`src/rtl/div_pkg.sv`:
```
// Shared types and constants for the multi-cycle HI/LO divider.
package div_pkg;

  typedef enum logic [1:0] {
    IDLE = 2'd0,
    ITER = 2'd1,
    DONE = 2'd2
  } div_state_e;

  // Leading-zero skip sizes, largest first.
  localparam int unsigned SKIP_L = 16;
  localparam int unsigned SKIP_M = 8;
  localparam int unsigned SKIP_S = 4;

  // Width of a counter that must hold the value WIDTH.
  function automatic int unsigned cnt_width(input int unsigned width);
    return 32'($clog2(width)) + 32'd1;
  endfunction

endpackage

```
`src/rtl/div_radix4_step.sv`:
```
// One radix-4 restoring step: picks the largest multiple of |B| (0..3) not
// exceeding 4*rem + next two dividend bits and subtracts it.
module div_radix4_step #(
  parameter int unsigned REMW = 34
) (
  input  logic [REMW-1:0] i_rem,
  input  logic [1:0]      i_bits,
  input  logic [REMW-1:0] i_b1,
  input  logic [REMW-1:0] i_b2,
  input  logic [REMW-1:0] i_b3,
  output logic [REMW-1:0] o_rem_c,
  output logic [1:0]      o_digit_c
);

  logic [REMW-1:0] w_p;
  logic [REMW:0]   w_d1;
  logic [REMW:0]   w_d2;
  logic [REMW:0]   w_d3;

  // rem < |B| < 2^(REMW-2), so dropping the top two bits loses nothing.
  assign w_p  = REMW'({i_rem, i_bits});
  assign w_d1 = {1'b0, w_p} - {1'b0, i_b1};
  assign w_d2 = {1'b0, w_p} - {1'b0, i_b2};
  assign w_d3 = {1'b0, w_p} - {1'b0, i_b3};

  // Digit select: the MSB of each difference is the borrow.
  always_comb begin
    o_rem_c   = w_p;
    o_digit_c = 2'd0;
    if (!w_d3[REMW]) begin
      o_rem_c   = REMW'(w_d3);
      o_digit_c = 2'd3;
    end else if (!w_d2[REMW]) begin
      o_rem_c   = REMW'(w_d2);
      o_digit_c = 2'd2;
    end else if (!w_d1[REMW]) begin
      o_rem_c   = REMW'(w_d1);
      o_digit_c = 2'd1;
    end
  end

endmodule

```
`src/rtl/div_unit.sv`:
```
// Multi-cycle signed/unsigned divider with HI/LO result registers,
// leading-zero skip, flush and MTHI/MTLO writes.
module div_unit
  import div_pkg::*;
#(
  parameter int unsigned WIDTH      = 32,
  parameter int unsigned EARLY_SKIP = 1
) (
  input  logic             Clk,
  input  logic             resetn,
  input  logic             start,
  input  logic             sign,
  input  logic [WIDTH-1:0] A,
  input  logic [WIDTH-1:0] B,
  input  logic             flush,
  input  logic             wr_hi,
  input  logic             wr_lo,
  input  logic [WIDTH-1:0] wr_data,
  output logic             busy,
  output logic             done,
  output logic             div_by_zero,
  output logic [WIDTH-1:0] hi,
  output logic [WIDTH-1:0] lo
);

  localparam int unsigned REMW = WIDTH + 2;
  localparam int unsigned CNTW = cnt_width(WIDTH);
  localparam int unsigned CW   = REMW + SKIP_L;

  div_state_e r_state;
  div_state_e w_state_nxt;

  logic [WIDTH-1:0] r_dvd;
  logic [WIDTH-1:0] r_quo;
  logic [REMW-1:0]  r_rem;
  logic [REMW-1:0]  r_b1;
  logic [REMW-1:0]  r_b2;
  logic [REMW-1:0]  r_b3;
  logic [CNTW-1:0]  r_cnt;
  logic             r_sign_a;
  logic             r_sign_q;
  logic             r_lead;
  logic             r_busy;
  logic             r_done;
  logic             r_dz;
  logic [WIDTH-1:0] r_hi;
  logic [WIDTH-1:0] r_lo;

  logic             w_neg_a;
  logic             w_neg_b;
  logic [WIDTH-1:0] w_mag_a;
  logic [WIDTH-1:0] w_mag_b;
  logic             w_b_zero;
  logic             w_wr_any;
  logic             w_launch;
  logic             w_step;
  logic             w_finish;

  logic [SKIP_L-1:0] w_nxt_l;
  logic [SKIP_M-1:0] w_nxt_m;
  logic [SKIP_S-1:0] w_nxt_s;
  logic [CW-1:0]     w_cand_l;
  logic [CW-1:0]     w_cand_m;
  logic [CW-1:0]     w_cand_s;
  logic              w_skip_en;
  logic              w_ok_l;
  logic              w_ok_m;
  logic              w_ok_s;

  logic [REMW-1:0]  w_step_rem;
  logic [1:0]       w_step_digit;
  logic [REMW-1:0]  w_rem_nxt;
  logic [WIDTH-1:0] w_dvd_nxt;
  logic [WIDTH-1:0] w_quo_nxt;
  logic [CNTW-1:0]  w_cnt_nxt;
  logic             w_lead_nxt;
  logic [WIDTH-1:0] w_r_mag;
  logic [WIDTH-1:0] w_q_res;
  logic [WIDTH-1:0] w_r_res;

  assign w_neg_a  = sign & A[WIDTH-1];
  assign w_neg_b  = sign & B[WIDTH-1];
  assign w_mag_a  = w_neg_a ? -A : A;
  assign w_mag_b  = w_neg_b ? -B : B;
  assign w_b_zero = (B == '0);
  assign w_wr_any = wr_hi | wr_lo;

  // Next s dividend bits (MSB-aligned), zero-padded when s exceeds WIDTH.
  assign w_nxt_l  = SKIP_L'({r_dvd, SKIP_L'(0)} >> WIDTH);
  assign w_nxt_m  = SKIP_M'({r_dvd, SKIP_M'(0)} >> WIDTH);
  assign w_nxt_s  = SKIP_S'({r_dvd, SKIP_S'(0)} >> WIDTH);
  assign w_cand_l = (CW'(r_rem) << SKIP_L) | CW'(w_nxt_l);
  assign w_cand_m = (CW'(r_rem) << SKIP_M) | CW'(w_nxt_m);
  assign w_cand_s = (CW'(r_rem) << SKIP_S) | CW'(w_nxt_s);

  // Skips only cover the leading-zero run of the quotient.
  assign w_skip_en = (EARLY_SKIP != 0) && r_lead;
  assign w_ok_l = w_skip_en && (SKIP_L <= WIDTH / 2) && (32'(r_cnt) >= SKIP_L)
                  && (w_cand_l < CW'(r_b1));
  assign w_ok_m = w_skip_en && (SKIP_M <= WIDTH / 2) && (32'(r_cnt) >= SKIP_M)
                  && (w_cand_m < CW'(r_b1));
  assign w_ok_s = w_skip_en && (SKIP_S <= WIDTH / 2) && (32'(r_cnt) >= SKIP_S)
                  && (w_cand_s < CW'(r_b1));

  div_radix4_step #(
    .REMW (REMW)
  ) u_step (
    .i_rem     (r_rem),
    .i_bits    (r_dvd[WIDTH-1 -: 2]),
    .i_b1      (r_b1),
    .i_b2      (r_b2),
    .i_b3      (r_b3),
    .o_rem_c   (w_step_rem),
    .o_digit_c (w_step_digit)
  );

  // Datapath next values for one iteration: widest legal skip, else radix-4.
  always_comb begin
    w_rem_nxt  = r_rem;
    w_dvd_nxt  = r_dvd;
    w_quo_nxt  = r_quo;
    w_cnt_nxt  = r_cnt;
    w_lead_nxt = r_lead;
    if (w_ok_l) begin
      w_rem_nxt = REMW'(w_cand_l);
      w_dvd_nxt = r_dvd << SKIP_L;
      w_quo_nxt = r_quo << SKIP_L;
      w_cnt_nxt = r_cnt - CNTW'(SKIP_L);
    end else if (w_ok_m) begin
      w_rem_nxt = REMW'(w_cand_m);
      w_dvd_nxt = r_dvd << SKIP_M;
      w_quo_nxt = r_quo << SKIP_M;
      w_cnt_nxt = r_cnt - CNTW'(SKIP_M);
    end else if (w_ok_s) begin
      w_rem_nxt = REMW'(w_cand_s);
      w_dvd_nxt = r_dvd << SKIP_S;
      w_quo_nxt = r_quo << SKIP_S;
      w_cnt_nxt = r_cnt - CNTW'(SKIP_S);
    end else begin
      w_rem_nxt  = w_step_rem;
      w_dvd_nxt  = r_dvd << 2;
      w_quo_nxt  = WIDTH'({r_quo, w_step_digit});
      w_cnt_nxt  = r_cnt - CNTW'(2);
      w_lead_nxt = r_lead & (w_step_digit == 2'd0);
    end
  end

  // Sign fix-up: quotient follows A^B, remainder follows the dividend.
  assign w_r_mag = WIDTH'(w_rem_nxt);
  assign w_q_res = r_sign_q ? -w_quo_nxt : w_quo_nxt;
  assign w_r_res = r_sign_a ? -w_r_mag : w_r_mag;

  // State register.
  always_ff @(posedge Clk) begin
    if (!resetn) r_state <= IDLE;
    else         r_state <= w_state_nxt;
  end

  // Next-state and control strobes; flush and MTHI/MTLO cancel work in flight.
  always_comb begin
    w_state_nxt = r_state;
    w_launch    = 1'b0;
    w_step      = 1'b0;
    w_finish    = 1'b0;
    case (r_state)
      IDLE: begin
        if (start && !flush) begin
          w_launch    = 1'b1;
          w_state_nxt = w_b_zero ? DONE : ITER;
        end
      end
      ITER: begin
        if (flush || w_wr_any) begin
          w_state_nxt = IDLE;
        end else begin
          w_step = 1'b1;
          if (w_cnt_nxt == '0) begin
            w_finish    = 1'b1;
            w_state_nxt = DONE;
          end
        end
      end
      DONE:    w_state_nxt = IDLE;
      default: w_state_nxt = IDLE;
    endcase
  end

  // Operand latch at launch and per-iteration datapath update.
  always_ff @(posedge Clk) begin
    if (!resetn) begin
      r_dvd    <= '0;
      r_quo    <= '0;
      r_rem    <= '0;
      r_b1     <= '0;
      r_b2     <= '0;
      r_b3     <= '0;
      r_cnt    <= '0;
      r_sign_a <= 1'b0;
      r_sign_q <= 1'b0;
      r_lead   <= 1'b0;
    end else if (w_launch) begin
      r_dvd    <= w_mag_a;
      r_quo    <= '0;
      r_rem    <= '0;
      r_b1     <= REMW'(w_mag_b);
      r_b2     <= REMW'({w_mag_b, 1'b0});
      r_b3     <= REMW'(w_mag_b) + REMW'({w_mag_b, 1'b0});
      r_cnt    <= CNTW'(WIDTH);
      r_sign_a <= w_neg_a;
      r_sign_q <= w_neg_a ^ w_neg_b;
      r_lead   <= 1'b1;
    end else if (w_step) begin
      r_dvd  <= w_dvd_nxt;
      r_quo  <= w_quo_nxt;
      r_rem  <= w_rem_nxt;
      r_cnt  <= w_cnt_nxt;
      r_lead <= w_lead_nxt;
    end
  end

  // Status flags and HI/LO; an MTHI/MTLO write wins over a result load.
  always_ff @(posedge Clk) begin
    if (!resetn) begin
      r_busy <= 1'b0;
      r_done <= 1'b0;
      r_dz   <= 1'b0;
      r_hi   <= '0;
      r_lo   <= '0;
    end else begin
      r_busy <= (w_state_nxt == ITER);
      r_done <= (w_state_nxt == DONE);
      if (w_launch) r_dz <= w_b_zero;
      if (wr_hi)                   r_hi <= wr_data;
      else if (w_launch && w_b_zero) r_hi <= A;
      else if (w_finish)           r_hi <= w_r_res;
      if (wr_lo)                   r_lo <= wr_data;
      else if (w_launch && w_b_zero) r_lo <= '1;
      else if (w_finish)           r_lo <= w_q_res;
    end
  end

  assign busy        = r_busy;
  assign done        = r_done;
  assign div_by_zero = r_dz;
  assign hi          = r_hi;
  assign lo          = r_lo;

endmodule
```
`config.mk`:
```
export PLATFORM = sky130hd
export DESIGN_NAME = div_unit
export DESIGN_NICKNAME = d
export VERILOG_FILES = /design/src/rtl/div_pkg.sv /design/src/rtl/div_radix4_step.sv /design/src/rtl/div_unit.sv
export SDC_FILE = /design/constraint.sdc
export NUM_CORES = 1
export LEC_CHECK = 0
export CELL_PAD_IN_SITES_DETAIL_PLACEMENT = 0
export CELL_PAD_IN_SITES_GLOBAL_PLACEMENT = 1
export CORE_MARGIN = 2
export CORE_UTILIZATION = 41
export DETAILED_ROUTE_END_ITERATION = 16
export HOLD_SLACK_MARGIN = 0.03
export PLACE_DENSITY = 0.83
export SYNTH_ARGS = -nofsm -noshare
export SYNTH_HDL_FRONTEND = slang
export SYNTH_SLANG_ARGS = --single-unit
```
`constraint.sdc`:
```
create_clock -name Clk -period 5.19 [get_ports Clk]
set_clock_uncertainty 0.15 [all_clocks]
set_input_delay 0.7785 -clock Clk [delete_from_list [all_inputs] [get_ports Clk]]
set_output_delay 0.7785 -clock Clk [all_outputs]
set_load 0.005 [all_outputs]
```
== Word-level counts from Yosys, hierarchy flattened ==
Index checks and enable logic that the tools add are counted.

* Add/sub/neg operators: 12
* $lt $le $gt $ge: 6
* Equal/unequal tests: 6
* Mux-type cells: 49
* Bitwise operators: 9
* Reductions and logical operators: 19

{| class="wikitable"
|+ Operators with widths
! kind !! number
|-
| 2-to-1 mux 32 bit || 18
|-
| 2-to-1 mux 34 bit || 6
|-
| negation 32 bit || 4
|-
| < comparator 50 x 32 -> 1 bit || 1
|-
| bitwise OR 50 x 16 -> 50 bit || 1
|-
| < comparator 42 x 32 -> 1 bit || 1
|-
| bitwise OR 42 x 8 -> 42 bit || 1
|-
| < comparator 38 x 32 -> 1 bit || 1
|-
| bitwise OR 38 x 4 -> 38 bit || 1
|-
| subtractor 34 x 32 -> 35 bit || 1
|-
| subtractor 34 x 33 -> 35 bit || 1
|-
| subtractor 34 x 34 -> 35 bit || 1
|-
| adder 32 x 33 -> 34 bit || 1
|-
| logical NOT 32 bit || 1
|-
| 2-to-1 mux 6 bit || 5
|-
| 2-to-1 mux 1 bit || 13
|-
| 2-to-1 mux 2 bit || 6
|-
| logical AND 1 bit || 8
|-
| greater-or-equal comparator 6 x 3 -> 1 bit, second input constant || 1
|-
| greater-or-equal comparator 6 x 4 -> 1 bit, second input constant || 1
|-
| greater-or-equal comparator 6 x 5 -> 1 bit, second input constant || 1
|-
| logical NOT 6 bit || 1
|-
| inequality test 2 bit, second input constant || 3
|-
| nonzero test 3 bit || 2
|-
| 17 further kinds || 21
|}

* Flip-flop bits (word level): 240
* Input bits: 103
* Output and inout bits: 67
* Word-level logic and storage cells: 117

== Longest topological paths before layout ==
* Depth after elaboration: 13
* Mapped depth: 24
* Depth with buffers taken out: 22

== Modules after synthesis ==
A second synthesis with hierarchy kept.

* Cells, all modules: 3567
* Area, all modules: 25588.3 µm²

{| class="wikitable"
|+ By module, submodules not included
! module !! instances !! cells an instance !! area an instance (µm²) !! sequential area each (µm²)
|-
| div_unit || 1 || 2570 || 18846.8 || 4764.6
|-
| div_radix4_step || 1 || 997 || 6741.5 || 0.0
|}

== Least setup slack after synthesis ==
OpenSTA, ideal clock, no wires.

* Path type: reg2reg
* From: reg r_rem[19]
* To: reg r_hi[28], in the netlist hi[28]
* Library setup time: 70 ps
* Arrival: 4915 ps
* Required time: 4970 ps
* Path slack: 55 ps
* Stages on the path, launching flop included: 23
* Buffers on the path: 2
* Clock period less this slack: 5135 ps
* Cells stage by stage: dfxtp_1 ha_1 and2_4 a2111oi_4 a21boi_1 or4b_4 o21a_1 nand2_2 buf_4 buf_2 o21ai_0 o21ai_0 a21oi_1 a21oi_1 ha_1 inv_1 a211oi_1 nand4_1 nor4_2 nand2_1 nor4_1 mux2_2 a21oi_1

* Cells in the longest elaborated chain, start to end: 12
* Elaborated cells between the ends (all ways): 31
* Those cells by class: add/sub (4); order compare (3); mux (16); bitwise (3); reduce/logical (5)

{| class="wikitable"
|+ Ends and longest elaborated chain
! element !! RTL line !! text
|-
| start: declaration || div_unit.sv:35 || <nowiki>logic [REMW-1:0] r_rem;</nowiki>
|-
| start signal: assignment || div_unit.sv:215 || <nowiki>r_rem <= w_rem_nxt;</nowiki>
|-
| subtractor 34 x 32 -> 35 bit || div_radix4_step.sv:22 || <nowiki>assign w_d1 = {1'b0, w_p} - {1'b0, i_b1};</nowiki>
|-
| 2-to-1 mux 34 bit || div_radix4_step.sv:36 || <nowiki>end else if (!w_d1[REMW]) begin</nowiki>
|-
| 2-to-1 mux 34 bit || div_radix4_step.sv:33 || <nowiki>end else if (!w_d2[REMW]) begin</nowiki>
|-
| 2-to-1 mux 34 bit || div_radix4_step.sv:30 || <nowiki>if (!w_d3[REMW]) begin</nowiki>
|-
| 2-to-1 mux 34 bit || div_unit.sv:134 || <nowiki>end else if (w_ok_s) begin</nowiki>
|-
| 2-to-1 mux 34 bit || div_unit.sv:129 || <nowiki>end else if (w_ok_m) begin</nowiki>
|-
| 2-to-1 mux 34 bit || div_unit.sv:124 || <nowiki>if (w_ok_l) begin</nowiki>
|-
| negation 32 bit || div_unit.sv:151 || <nowiki>assign w_r_res = r_sign_a ? -w_r_mag : w_r_mag;</nowiki>
|-
| 2-to-1 mux 32 bit || div_unit.sv:151 ||
|-
| 2-to-1 mux 32 bit || div_unit.sv:235 || <nowiki>else if (w_finish) r_hi <= w_r_res;</nowiki>
|-
| 2-to-1 mux 32 bit || div_unit.sv:234 || <nowiki>else if (w_launch && w_b_zero) r_hi <= A;</nowiki>
|-
| 2-to-1 mux 32 bit || div_unit.sv:233 || <nowiki>if (wr_hi) r_hi <= wr_data;</nowiki>
|-
| end signal: assignment || div_unit.sv:233 ||
|-
| end signal: assignment || div_unit.sv:235 ||
|-
| end: declaration || div_unit.sv:46 || <nowiki>logic [WIDTH-1:0] r_hi;</nowiki>
|}

Several ways; a longest one is shown, not always the timed one. The select of a mux whose other input is x is not followed.
A chain may end at the register's enable or synchronous reset.

== Worst setup path in the final report ==
* From: reg r_b1[15]
* To: reg r_hi[25], in the netlist hi[25]

* Cells in the longest elaborated chain, start to end: 12
* Elaborated cells between the ends (all ways): 27
* Those cells by class: add/sub (3); order compare (3); mux (16); reduce/logical (5)

{| class="wikitable"
|+ Ends and longest elaborated chain
! element !! RTL line !! text
|-
| start: declaration || div_unit.sv:36 || <nowiki>logic [REMW-1:0] r_b1;</nowiki>
|-
| start signal: assignment || div_unit.sv:205 || <nowiki>r_b1 <= REMW'(w_mag_b);</nowiki>
|-
| subtractor 34 x 32 -> 35 bit || div_radix4_step.sv:22 ||
|-
| 2-to-1 mux 34 bit || div_radix4_step.sv:36 ||
|-
| 2-to-1 mux 34 bit || div_radix4_step.sv:33 ||
|-
| 2-to-1 mux 34 bit || div_radix4_step.sv:30 ||
|-
| 2-to-1 mux 34 bit || div_unit.sv:134 ||
|-
| 2-to-1 mux 34 bit || div_unit.sv:129 ||
|-
| 2-to-1 mux 34 bit || div_unit.sv:124 ||
|-
| negation 32 bit || div_unit.sv:151 ||
|-
| 2-to-1 mux 32 bit || div_unit.sv:151 ||
|-
| 2-to-1 mux 32 bit || div_unit.sv:235 ||
|-
| 2-to-1 mux 32 bit || div_unit.sv:234 ||
|-
| 2-to-1 mux 32 bit || div_unit.sv:233 ||
|}

Several ways; a longest one is shown, not always the timed one. The select of a mux whose other input is x is not followed.

==> flow_summary.yaml <==
routing:
  vias: 30940
  antenna_left: 0
  drt_iter0_drc: 3720
  wl_um: 118600
  drc: 0
  wire_per_inst_um: 23.74
  via_per_inst: 6.192
  firstDrtPassIters: 9
grt:
  grt_pass1_vias: 28760
  grt_start_max_net_pins: 71
  grt_use_total_pct: 36.15
  grt_overflow: 0
  grt_pass1_wl_um: 176600
  antenna_found_initial: 1
synth:
  synth_edf_count: 0
  syn_avg_cell_area_um2: 7.107
  ys_seq_area_share_pct: 19.00
  syn_inst: 3528
  synth_seq_cells: 238
  synthFlopType: "dfxtp_1"
  ys.warnings.count: 0
  syn_nets: 3870
  netlist_top_cells_area: "dfxtp_1, ha_1, a21oi_1"
  syn_area_um2: 25070
  yosysMostFrequentCell: "nand2_1"
  ys_async_sr_fraction_pct: 0
  synth_common_cells: "nand2_1, a21oi_1, nor2_1, o21ai_0, dfxtp_1"
  yosys.area.top_type: "dfxtp_1"
  yosysUniqueCellTypes: 100
  yosys.area.top_type_share_pct: 19.00
clock_network:
  cts_htree_levels: 2
  clk_path_buf_depth: 3
  cts_num_sinks: 238
  cts_root_buf: "clkbuf_16"
  tritoncts: "done"
  cts_buffers: 34
  clkSlewWorstSetupHoldPaths_ns: 0.06
  clock_latency_ns: 0.56
timing:
  hold_viol: 0
  fin_crit_sh_pct: 99.46
  fmax_ghz: 0.1937
  slew_violations: 0
  min_period_ns: 5.162
  fin_ws_ns: 0.02793
  setup_viol: 0
  slew-limit-headroom_pct: 17.24
  tightest_slew_ns: 1.240
  rsz0062_at_grt: "true"
  hold_slack_ns: 0.3003
worst_setup_path:
  slowest_stage: "or4b_4"
  path_cells: "inv_1 > ha_1 > a211o_1 > o211ai_1 > o2111a_1 > o21ai_1 > buf_12 > a311o_2 > buf_4 > nand2_4 > nor4_1 > or4b_4 > nor4_4 > nand4_4 > or3_4 > o211a_1 > o221a_1"
  crit_fanout: 27
  start_kind: "flop"
  cp.depth: 17
  cp_data_required_time_ns: 5.48
  regToRegEndpoint: "hi[25]$_SDFFE_PN0P_"
  cp-end-kind: "flop"
  crit-reg2reg-launch: "r_b1[15]$_SDFFE_PN0P_"
  critPathMaxStageDelay_ns: 0.56
  reg2regPathDepth: 17
  crit_buf_inv: 3
  cp.arrival_ns: 5.45
  path_class: "reg2reg"
  crit_start: "r_b1[15]$_SDFFE_PN0P_"
  cp_top_family: "simple AND/OR/NAND/NOR gates"
  regToRegSetupSlack_ns: 0.03
layout:
  drive_gt1_share_pct: 20.51
  layout.nets: 4531
  syn_to_final_growth_pct: 34.28
power:
  power_density_nw_per_um2: 263.2
  p_leak_nw: 14.51
  ir_drop_v: 0.0002105
job:
  maxCapViolCount: 0
min_path:
  hold_path_end: "r_b3[3]$_SDFFE_PN0P_"
  hold_start: "r_b3[3]$_SDFFE_PN0P_"
  holdPathStages: 2
  hold_path_class: "reg2reg"
floorplanning:
  io-pin-count: 170
  initial_core_util_pct: 41.54
  die_area_um2: 63150
  die_w_um: 251.3
  die_height_um: 251.3
  rows: 90
  coreArea_um2: 60360
outcome:
  status: "finished clean"
place:
  place_ws_ns: -0.5257
  portBuffers: 169
  place_congestion: 1.023
  dpl.hpwl_um: 93840
==> through the flow <==
stage / cell area, um2 / cells / TNS (ns) / util (%) / total power, W
6_report: 33670 / 4996 / 0 / 55.78 / 0.008860
5_1_grt: 33670 / 4995 / -0.3196 / 55.78 / 0.009221
4_1_cts: 33180 / 4985 / 0 / 54.97 / 0.008602
3_5_place_dp: 32020 / 4925 / -4.175 / 53.05 / 0.006184
3_3_place_gp: 32020 / 4925 / -4.312 / 53.05 / 0.006172
2_1_floorplan: 25070 / 3528 / 0 / - / 0.004138
==> worst max-delay path by stage <==
stage	end
after global routing	hi[22]$_SDFFE_PN0P_
after detailed placement	r_b3[30]$_SDFFE_PN0P_
after CTS	r_b3[30]$_SDFFE_PN0P_
after global placement	r_b3[30]$_SDFFE_PN0P_
after floorplan	hi[28]$_SDFFE_PN0P_
final	hi[25]$_SDFFE_PN0P_
==> worst min-delay path: cells and delay by family, from the launching register on <==
family          cells  cell delay [ns]
compound gates      1             0.05
simple gates        1             0.05
flops               1             0.30
==> cells in the final DEF (no fill, tap or decap), types with 16 or more instances in the layout <==
cell	count
a21o_1	64
clkdlybuf4s50_1	168
a31oi_1	60
o31ai_1	30
nand4_1	40
dfxtp_1	226
or2_2	17
o21ai_0	232
a21oi_1	371
o221ai_1	16
xor2_1	77
mux2i_1	29
buf_4	636
nand2b_1	22
o21a_1	36
clkbuf_16	35
o211ai_1	75
inv_1	122
nor2_1	338
nor2b_1	20
xnor2_1	120
a211oi_1	114
nor3_1	92
nor4_1	25
ha_1	232
nand2_1	400
nand3_1	124
or3_1	34
==> state kept, by name, summed over array words and instances (netlist names) <==
register	flops
r_b1	31
r_cnt	5
lo	32
busy	1
done	1
r_quo	30
r_lead	1
div_by_zero	1
r_rem	34
r_state	2
r_sign_a	1
hi	32
r_sign_q	1
r_b3	34
r_dvd	32
==> cells by family after synthesis <==
group | Yosys count | synth area share [%]
AND/OR/NAND/NOR | 1228 | 22.85
flip-flops | 238 | 19.00
multiplexers | 38 | 1.557
buffers and inverters | 333 | 5.210
AO/OA/AOI/OAI | 1253 | 32.39
adder cells (fa/ha/maj) | 239 | 12.05
XOR/XNOR | 199 | 6.951
==> metal layers <==
metal	global-route usage (%)	vias up	share of wire (%)
met5	0	-	0
met4	17.11	0	5.8
met3	6.979	351	10
met2	54.47	1677	42
met1	49.45	14470	42
li1	-	14440	-
==> final cells by class <==
| cell class | instances | area, um2 |
|---|---|---|
| fillers | 5905 | 26690 |
| well taps | 782 | 978.4 |
| diodes | 1 | 2.502 |
| repair buffers | 828 | 6842 |
| inverters | 130 | 491.7 |
| multi-input cells | 2957 | 19450 |
| clock inverters | 12 | 141.4 |
| clock buffers | 48 | 974.7 |
| flip-flops and latches | 238 | 4785 |
==> power by group <==
group	internal [W]	leakage [nW]	switching [W]	total, W
clock network	0.00142	0.544	0.000978	0.00240
logic	0.00193	12.0	0.00252	0.00445
registers	0.00193	1.95	0.0000872	0.00202
==> repair_timing <==
action	in CTS	in global routing
resized for setup	11	108
pin swaps	0	33
buffers inserted	0	11
endpoints found under the setup margin	18	56
hold buffers	0	0
No activity file was read; power rests on OpenSTA's default activity.
